==> config.mk <==
export PLATFORM = sky130hd
export DESIGN_NAME = fns_dec_pipe_flat
export DESIGN_NICKNAME = d
export VERILOG_FILES = /design/src/rtl/fns_pkg.sv /design/src/rtl/fns_dec_pipe_if.sv /design/src/rtl/fns_wsum.sv /design/src/rtl/fns_dec_pipe.sv /design/src/flat_wrapper.sv
export SDC_FILE = /design/constraint.sdc
export NUM_CORES = 1
export LEC_CHECK = 0
export CORE_ASPECT_RATIO = 0.6
export CORE_MARGIN = 2
export CORE_UTILIZATION = 39
export CTS_CLUSTER_SIZE = 28
export DETAILED_ROUTE_END_ITERATION = 16
export GPL_ROUTABILITY_DRIVEN = 0
export PLACE_DENSITY = 0.68
export SYNTH_ARGS = -nofsm -noshare
export SYNTH_HDL_FRONTEND = slang
export SYNTH_HIERARCHICAL = 1
export SYNTH_SLANG_ARGS = --single-unit
==> constraint.sdc <==
create_clock -name clk -period 1.7 [get_ports clk]
set_input_delay 0.34 -clock clk [delete_from_list [all_inputs] [get_ports clk]]
set_output_delay 0.34 -clock clk [all_outputs]
set_load 0.1 [all_outputs]
==> src/rtl/fns_pkg.sv <==
// Fibonacci weight helpers for the FNS decoder: per-bit weight, total weight
// of a codeword, and the internal sum width derived from it.
package fns_pkg;

    function automatic int fib_w(input int i);
        int a;
        int b;
        int t;
        a = 1;
        b = 1;
        for (int k = 2; k <= i; k++) begin
            t = a + b;
            a = b;
            b = t;
        end
        return b;
    endfunction

    function automatic int fib_sumw(input int cw);
        int s;
        s = 0;
        for (int k = 0; k < cw; k++) begin
            s = s + fib_w(k);
        end
        return s;
    endfunction

    // Width that holds the largest possible sum without truncation.
    function automatic int fns_sw(input int cw);
        return $clog2(fib_sumw(cw) + 1);
    endfunction

endpackage

==> src/rtl/fns_dec_pipe_if.sv <==
// Codeword-in / decoded-word-out handshake bundle for fns_dec_pipe.
// The slave side is the decoder; the master side is whoever feeds and drains it.
interface fns_dec_pipe_if #(
    parameter int CW = 8,
    parameter int DW = 6
);
    logic          flush;
    logic          in_valid;
    logic          in_ready;
    logic [CW-1:0] codein;
    logic [CW-1:0] en_flag;
    logic          out_valid;
    logic          out_ready;
    logic [DW-1:0] dataout;
    logic          err_ovf;

    modport master (
        output flush, in_valid, codein, en_flag, out_ready,
        input  in_ready, out_valid, dataout, err_ovf
    );

    modport slave (
        input  flush, in_valid, codein, en_flag, out_ready,
        output in_ready, out_valid, dataout, err_ovf
    );
endinterface

==> src/rtl/fns_wsum.sv <==
// Combinational masked Fibonacci-weighted sum over codeword bits [HI:LO].
// No state; result is valid in the same cycle as the mask.
module fns_wsum
    import fns_pkg::*;
#(
    parameter int CW = 8,
    parameter int LO = 0,
    parameter int HI = 3,
    parameter int SW = 6
) (
    input  logic [CW-1:0] m,
    output logic [SW-1:0] sum
);

    always_comb begin
        sum = '0;
        for (int i = LO; i <= HI; i++) begin
            if (m[i]) begin
                sum = sum + SW'(fib_w(i));
            end
        end
    end

endmodule

==> src/rtl/fns_dec_pipe.sv <==
// Two-stage FNS decoder: stage 1 holds two partial weight sums, stage 2 the final value and overflow flag.
// Latency 2 cycles, 1 word/cycle; out_ready low stalls stage 2, then stage 1, then drops in_ready.
module fns_dec_pipe
    import fns_pkg::*;
#(
    parameter int CW    = 8,
    parameter int DW    = 6,
    parameter int SPLIT = CW / 2
) (
    input  logic          clk,
    input  logic          rst,
    fns_dec_pipe_if.slave bus
);

    localparam int SW = fns_sw(CW);
    // One spare bit over the wider of SW/DW keeps the overflow compare lossless.
    localparam int MW = ((SW > DW) ? SW : DW) + 1;

    logic [CW-1:0] m;
    logic [SW-1:0] suma, sumb;

    logic          s1_valid_q, s1_valid_d;
    logic [SW-1:0] s1_suma_q, s1_suma_d;
    logic [SW-1:0] s1_sumb_q, s1_sumb_d;
    logic          s2_valid_q, s2_valid_d;
    logic [DW-1:0] s2_dat_q, s2_dat_d;
    logic          s2_ovf_q, s2_ovf_d;

    logic          s2_load;
    logic          accept;
    logic [MW-1:0] sum_ext;

    assign m = bus.codein & bus.en_flag;

    fns_wsum #(.CW(CW), .LO(0), .HI(SPLIT - 1), .SW(SW)) u_wsum_a (
        .m   (m),
        .sum (suma)
    );

    fns_wsum #(.CW(CW), .LO(SPLIT), .HI(CW - 1), .SW(SW)) u_wsum_b (
        .m   (m),
        .sum (sumb)
    );

    assign s2_load     = !s2_valid_q || bus.out_ready;
    assign bus.in_ready = !s1_valid_q || s2_load;
    assign accept      = bus.in_valid && bus.in_ready;
    assign sum_ext     = MW'(s1_suma_q) + MW'(s1_sumb_q);

    always_comb begin
        s1_valid_d = s1_valid_q;
        s1_suma_d  = s1_suma_q;
        s1_sumb_d  = s1_sumb_q;
        s2_valid_d = s2_valid_q;
        s2_dat_d   = s2_dat_q;
        s2_ovf_d   = s2_ovf_q;

        if (bus.flush) begin
            s1_valid_d = 1'b0;
            s2_valid_d = 1'b0;
        end else begin
            if (s2_load) begin
                s2_valid_d = s1_valid_q;
                if (s1_valid_q) begin
                    s2_dat_d = sum_ext[DW-1:0];
                    s2_ovf_d = sum_ext > {{(MW - DW){1'b0}}, {DW{1'b1}}};
                end
                s1_valid_d = 1'b0;
            end
            if (accept) begin
                s1_valid_d = 1'b1;
                s1_suma_d  = suma;
                s1_sumb_d  = sumb;
            end
        end
    end

    always_ff @(posedge clk or posedge rst) begin
        if (rst) begin
            s1_valid_q <= 1'b0;
            s1_suma_q  <= '0;
            s1_sumb_q  <= '0;
            s2_valid_q <= 1'b0;
            s2_dat_q   <= '0;
            s2_ovf_q   <= 1'b0;
        end else begin
            s1_valid_q <= s1_valid_d;
            s1_suma_q  <= s1_suma_d;
            s1_sumb_q  <= s1_sumb_d;
            s2_valid_q <= s2_valid_d;
            s2_dat_q   <= s2_dat_d;
            s2_ovf_q   <= s2_ovf_d;
        end
    end

    // Stale stage-2 data after a flush must never leak onto the outputs.
    assign bus.out_valid = s2_valid_q;
    assign bus.dataout   = s2_valid_q ? s2_dat_q : '0;
    assign bus.err_ovf   = s2_valid_q && s2_ovf_q;

endmodule
==> src/flat_wrapper.sv <==
// flat-port wrapper written by rule: the top's interface ports become plain ports
module fns_dec_pipe_flat import fns_pkg::*;
#(
    parameter int CW    = 8,
    parameter int DW    = 6,
    parameter int SPLIT = CW / 2
)
  (clk, rst, bus_flush, bus_in_valid, bus_codein, bus_en_flag, bus_out_ready, bus_in_ready, bus_out_valid, bus_dataout, bus_err_ovf);
  fns_dec_pipe_if #(.CW(CW), .DW(DW)) bus_i ();
  input  logic clk;
  input  logic rst;
  input wire logic [$bits(bus_i.flush)-1:0] bus_flush;
  input wire logic [$bits(bus_i.in_valid)-1:0] bus_in_valid;
  input wire logic [$bits(bus_i.codein)-1:0] bus_codein;
  input wire logic [$bits(bus_i.en_flag)-1:0] bus_en_flag;
  input wire logic [$bits(bus_i.out_ready)-1:0] bus_out_ready;
  output wire logic [$bits(bus_i.in_ready)-1:0] bus_in_ready;
  output wire logic [$bits(bus_i.out_valid)-1:0] bus_out_valid;
  output wire logic [$bits(bus_i.dataout)-1:0] bus_dataout;
  output wire logic [$bits(bus_i.err_ovf)-1:0] bus_err_ovf;
  assign bus_i.flush = bus_flush;
  assign bus_i.in_valid = bus_in_valid;
  assign bus_i.codein = bus_codein;
  assign bus_i.en_flag = bus_en_flag;
  assign bus_i.out_ready = bus_out_ready;
  assign bus_in_ready = bus_i.in_ready;
  assign bus_out_valid = bus_i.out_valid;
  assign bus_dataout = bus_i.dataout;
  assign bus_err_ovf = bus_i.err_ovf;
  fns_dec_pipe #(.CW(CW), .DW(DW), .SPLIT(SPLIT)) u_core (.clk(clk), .rst(rst), .bus(bus_i));
endmodule
==> qor.yml <==
status: "finished, violations left"
violations: "setup timing"
grt_overflow: 0
sw_frac_of_total: 0.350
avgRoutedWirePerCell_um: 14.7
crit_family: "simple AND/OR/NAND/NOR gates"
drt_wl_total_um: 3450
grt_use_total: 0.176
clk_pin_slew_ps: 80
finalSetupViolations: 1
n_fill_cell: 248
synth_edf_count: 0
avgViaCountPerCell: 4.95
first_pass_iters: 4
n_antenna_cell: 0
drt_iter0_drc: 26
power.density_nw_per_um2: 801
internal-power_mw: 1.17
synth-seq-cells: 21
yosysSeqAreaShare: 0.373
cts_root_buffer: "clkbuf_8"
grt_pass1_wl_um: 5300
worstSetupPathType: "in -> reg"
synthDistinctLibCells: 33
ir_worst_vdd_mv: 0.505
p_switching_mw: 0.629
yosys-top-cells-count: "21 x dfrtp_1, 15 x and2_1, 13 x mux2_2"
layout_worst_path_cycle_share: 1.00
netlist_area_um2: 1410
final-hold-violation-count: 0
syn_to_final_growth_pct: 59.6
numCtsBuffers: 3
max_freq_mhz: 586
synth_top_cell_by_area: "dfrtp_1"
drive_gt1_frac: 0.468
cpPeakStageDelay_ps: 260
coreArea_um2: 3340
rows: 16
antenna_found_initial: 0
required_ps: 1850
cts.sinks: 21
yosysTopAreaCellShare: 0.373
yosysMostFrequentCell: "dfrtp_1"
critPathCaptureType: "flip-flop"
cts_max_level: 1
path_max_fanout: 2
pwr-share-comb: 0.439
synth_flop_cell: "dfrtp_1"
final_antenna_net_count: 0
fin_hold_ws_ps: 367
synthArstFlopShare: 1.00
start_kind: "input port"
sequentialPowerShare: 0.378
syn-instance-count: 138
cts_tree: "built"
cp_data_arrival_time_ps: 1860
fin_crit_ps: 1710
portBuffers: 29
num_vias: 1163
drcViolationCount: 0
worstReg2RegEnd: "u_core/s2_ovf_q"
yosysWarnings: 6
min_path_type: "in -> async"
initial_core_util: 0.421
clockBufferDepth: 2
die_x_um: 81.6
grt_pass1_vias: 1129
reg2reg_from: "u_core/s1_suma_q[0]"
fin_nets: 225
regToRegSetupSlack_ps: 70
total_power_mw: 1.80
clock_latency_ps: 260
drv_cap: 0
clkPwrFrac: 0.183
setup_ws_ps: -5.49
grt_max_degree: 15
io_pins: 30
critPathBufInv: 2
critical-path-slowest-cell: "ha_4"
finalClockSkew_ps: 1.80
netlist_top_cells_area: "dfrtp_1 37%, ha_1 11%, mux2_2 10%, and2_1 6.7%, xnor2_1 3.7%"
worstRegToRegCells: 7
dp_hpwl_um: 2410
leakage_nw: 1.01
avgSynthCellArea_um2: 10.2
die_h_um: 50.5
crit_chain: "clkdlybuf4s15_1 -> and2_4 -> inv_4 -> ha_4 -> nand2b_4 -> nand2_4 -> ha_4 -> nand2b_4 -> xnor2_1 -> mux2_2"
slew_viol_final: 0
ctsHoldBuffers: 0
dieArea_um2: 4120
logic make-up (layout without fill, tap and decap cells):
family / count (synthesis) / in the layout / share of synthesized area
adder cells (fa/ha/maj): 13 / 13 / 0.121
AO/OA/AOI/OAI: 18 / 18 / 0.0898
other: 1 / 2 / 0.00266
flip-flops: 21 / 21 / 0.373
AND/OR/NAND/NOR: 48 / 48 / 0.196
multiplexers: 14 / 14 / 0.111
buffers and inverters: 13 / 64 / 0.0444
XOR/XNOR: 10 / 10 / 0.0622
metal layers:
metal  vias to the layer above  part of all wire  track usage
met5                         -                 0            0
met3                         8             0.051       0.0432
met2                        38              0.51        0.305
met1                       553              0.43        0.214
met4                         0             0.018       0.0565
li1                        564                 -            -
power by group through the flow:
stage / clock network, mW / logic [mW] / registers [mW]
after floorplan: 0 / 0.427 / 0.671
after global placement: 0 / 0.634 / 0.675
after detailed placement: 0 / 0.661 / 0.686
after CTS: 0.337 / 0.709 / 0.676
after global routing: 0.365 / 0.847 / 0.693
final: 0.329 / 0.789 / 0.680
what timing repair did:
action | 4_1_cts | 5_1_grt
gates resized for setup | 29 | 15
setup endpoints to repair | 10 | 8
pin swaps | 12 | 9
gates cloned | 0 | 0
buffers inserted | 4 | 3
placed cells by master, fill, tap and decap left out, types with 2 or more instances in the layout:
cell type and count:
nor2b_4 2, dlygate4sd2_1 5, a21oi_1 3, buf_12 10, and2_4 5, inv_2 4
xor2_1 4, nor3_1 2, nor2_1 7, ha_4 5, and2_2 7, nand2b_4 5
nand2_1 7, nand2b_1 2, clkbuf_8 3, mux2_2 12, nor2b_1 2, o21ai_0 5
clkdlybuf4s50_1 13, xnor2_1 5, ha_1 6, conb_1 2, buf_4 21, dfrtp_1 20
inv_1 3, and2_1 3
area by class of cell:
cell class                      instances  area [um^2]  area share
Multi-Input combinational cell        105         1020       0.452
Clock buffer                            3         41.3      0.0184
Sequential cell                        21          529       0.236
Clock inverter                          1         5.00     0.00223
Timing Repair Buffer                   52          566       0.252
Inverter                                8         32.5      0.0145
Tap cell                               45         56.3      0.0251
through the flow:
step           cells  utilization  area, um^2  setup TNS, ps  setup WS [ps]
2_1_floorplan    139            -        1460          -1460           -157
3_3_place_gp     225        0.594        1980          -3570           -528
3_5_place_dp     225        0.594        1980          -4430           -678
4_1_cts          233        0.649        2170              0           1.93
6_report         235        0.672        2250          -5.49          -5.49
5_1_grt          235        0.672        2250          -16.7          -16.7
how the worst max path moves through the flow:
stage               cells past startpoint                 start             endpoint  slack (ps)
floorplan                               5  u_core/bus.out_valid  u_core/s1_suma_q[0]        -160
global placement                       10         bus_codein[4]  u_core/s1_sumb_q[4]        -530
detailed placement                     10         bus_codein[4]  u_core/s1_sumb_q[3]        -680
CTS                                     5         bus_out_ready         bus_in_ready           2
global route                           10        bus_en_flag[4]  u_core/s1_sumb_q[4]         -20
finish                                 10         bus_codein[4]  u_core/s1_sumb_q[4]          -5
registers in the layout, indices dropped and copies added, names as in the netlist:
signal	count
u_core/s2_ovf_q	1
u_core/s1_suma_q	6
u_core/s2_dat_q	6
u_core/bus.out_valid	1
u_core/s1_valid_q	1
u_core/s1_sumb_q	6
No activity file was read; power rests on OpenSTA's default activity.
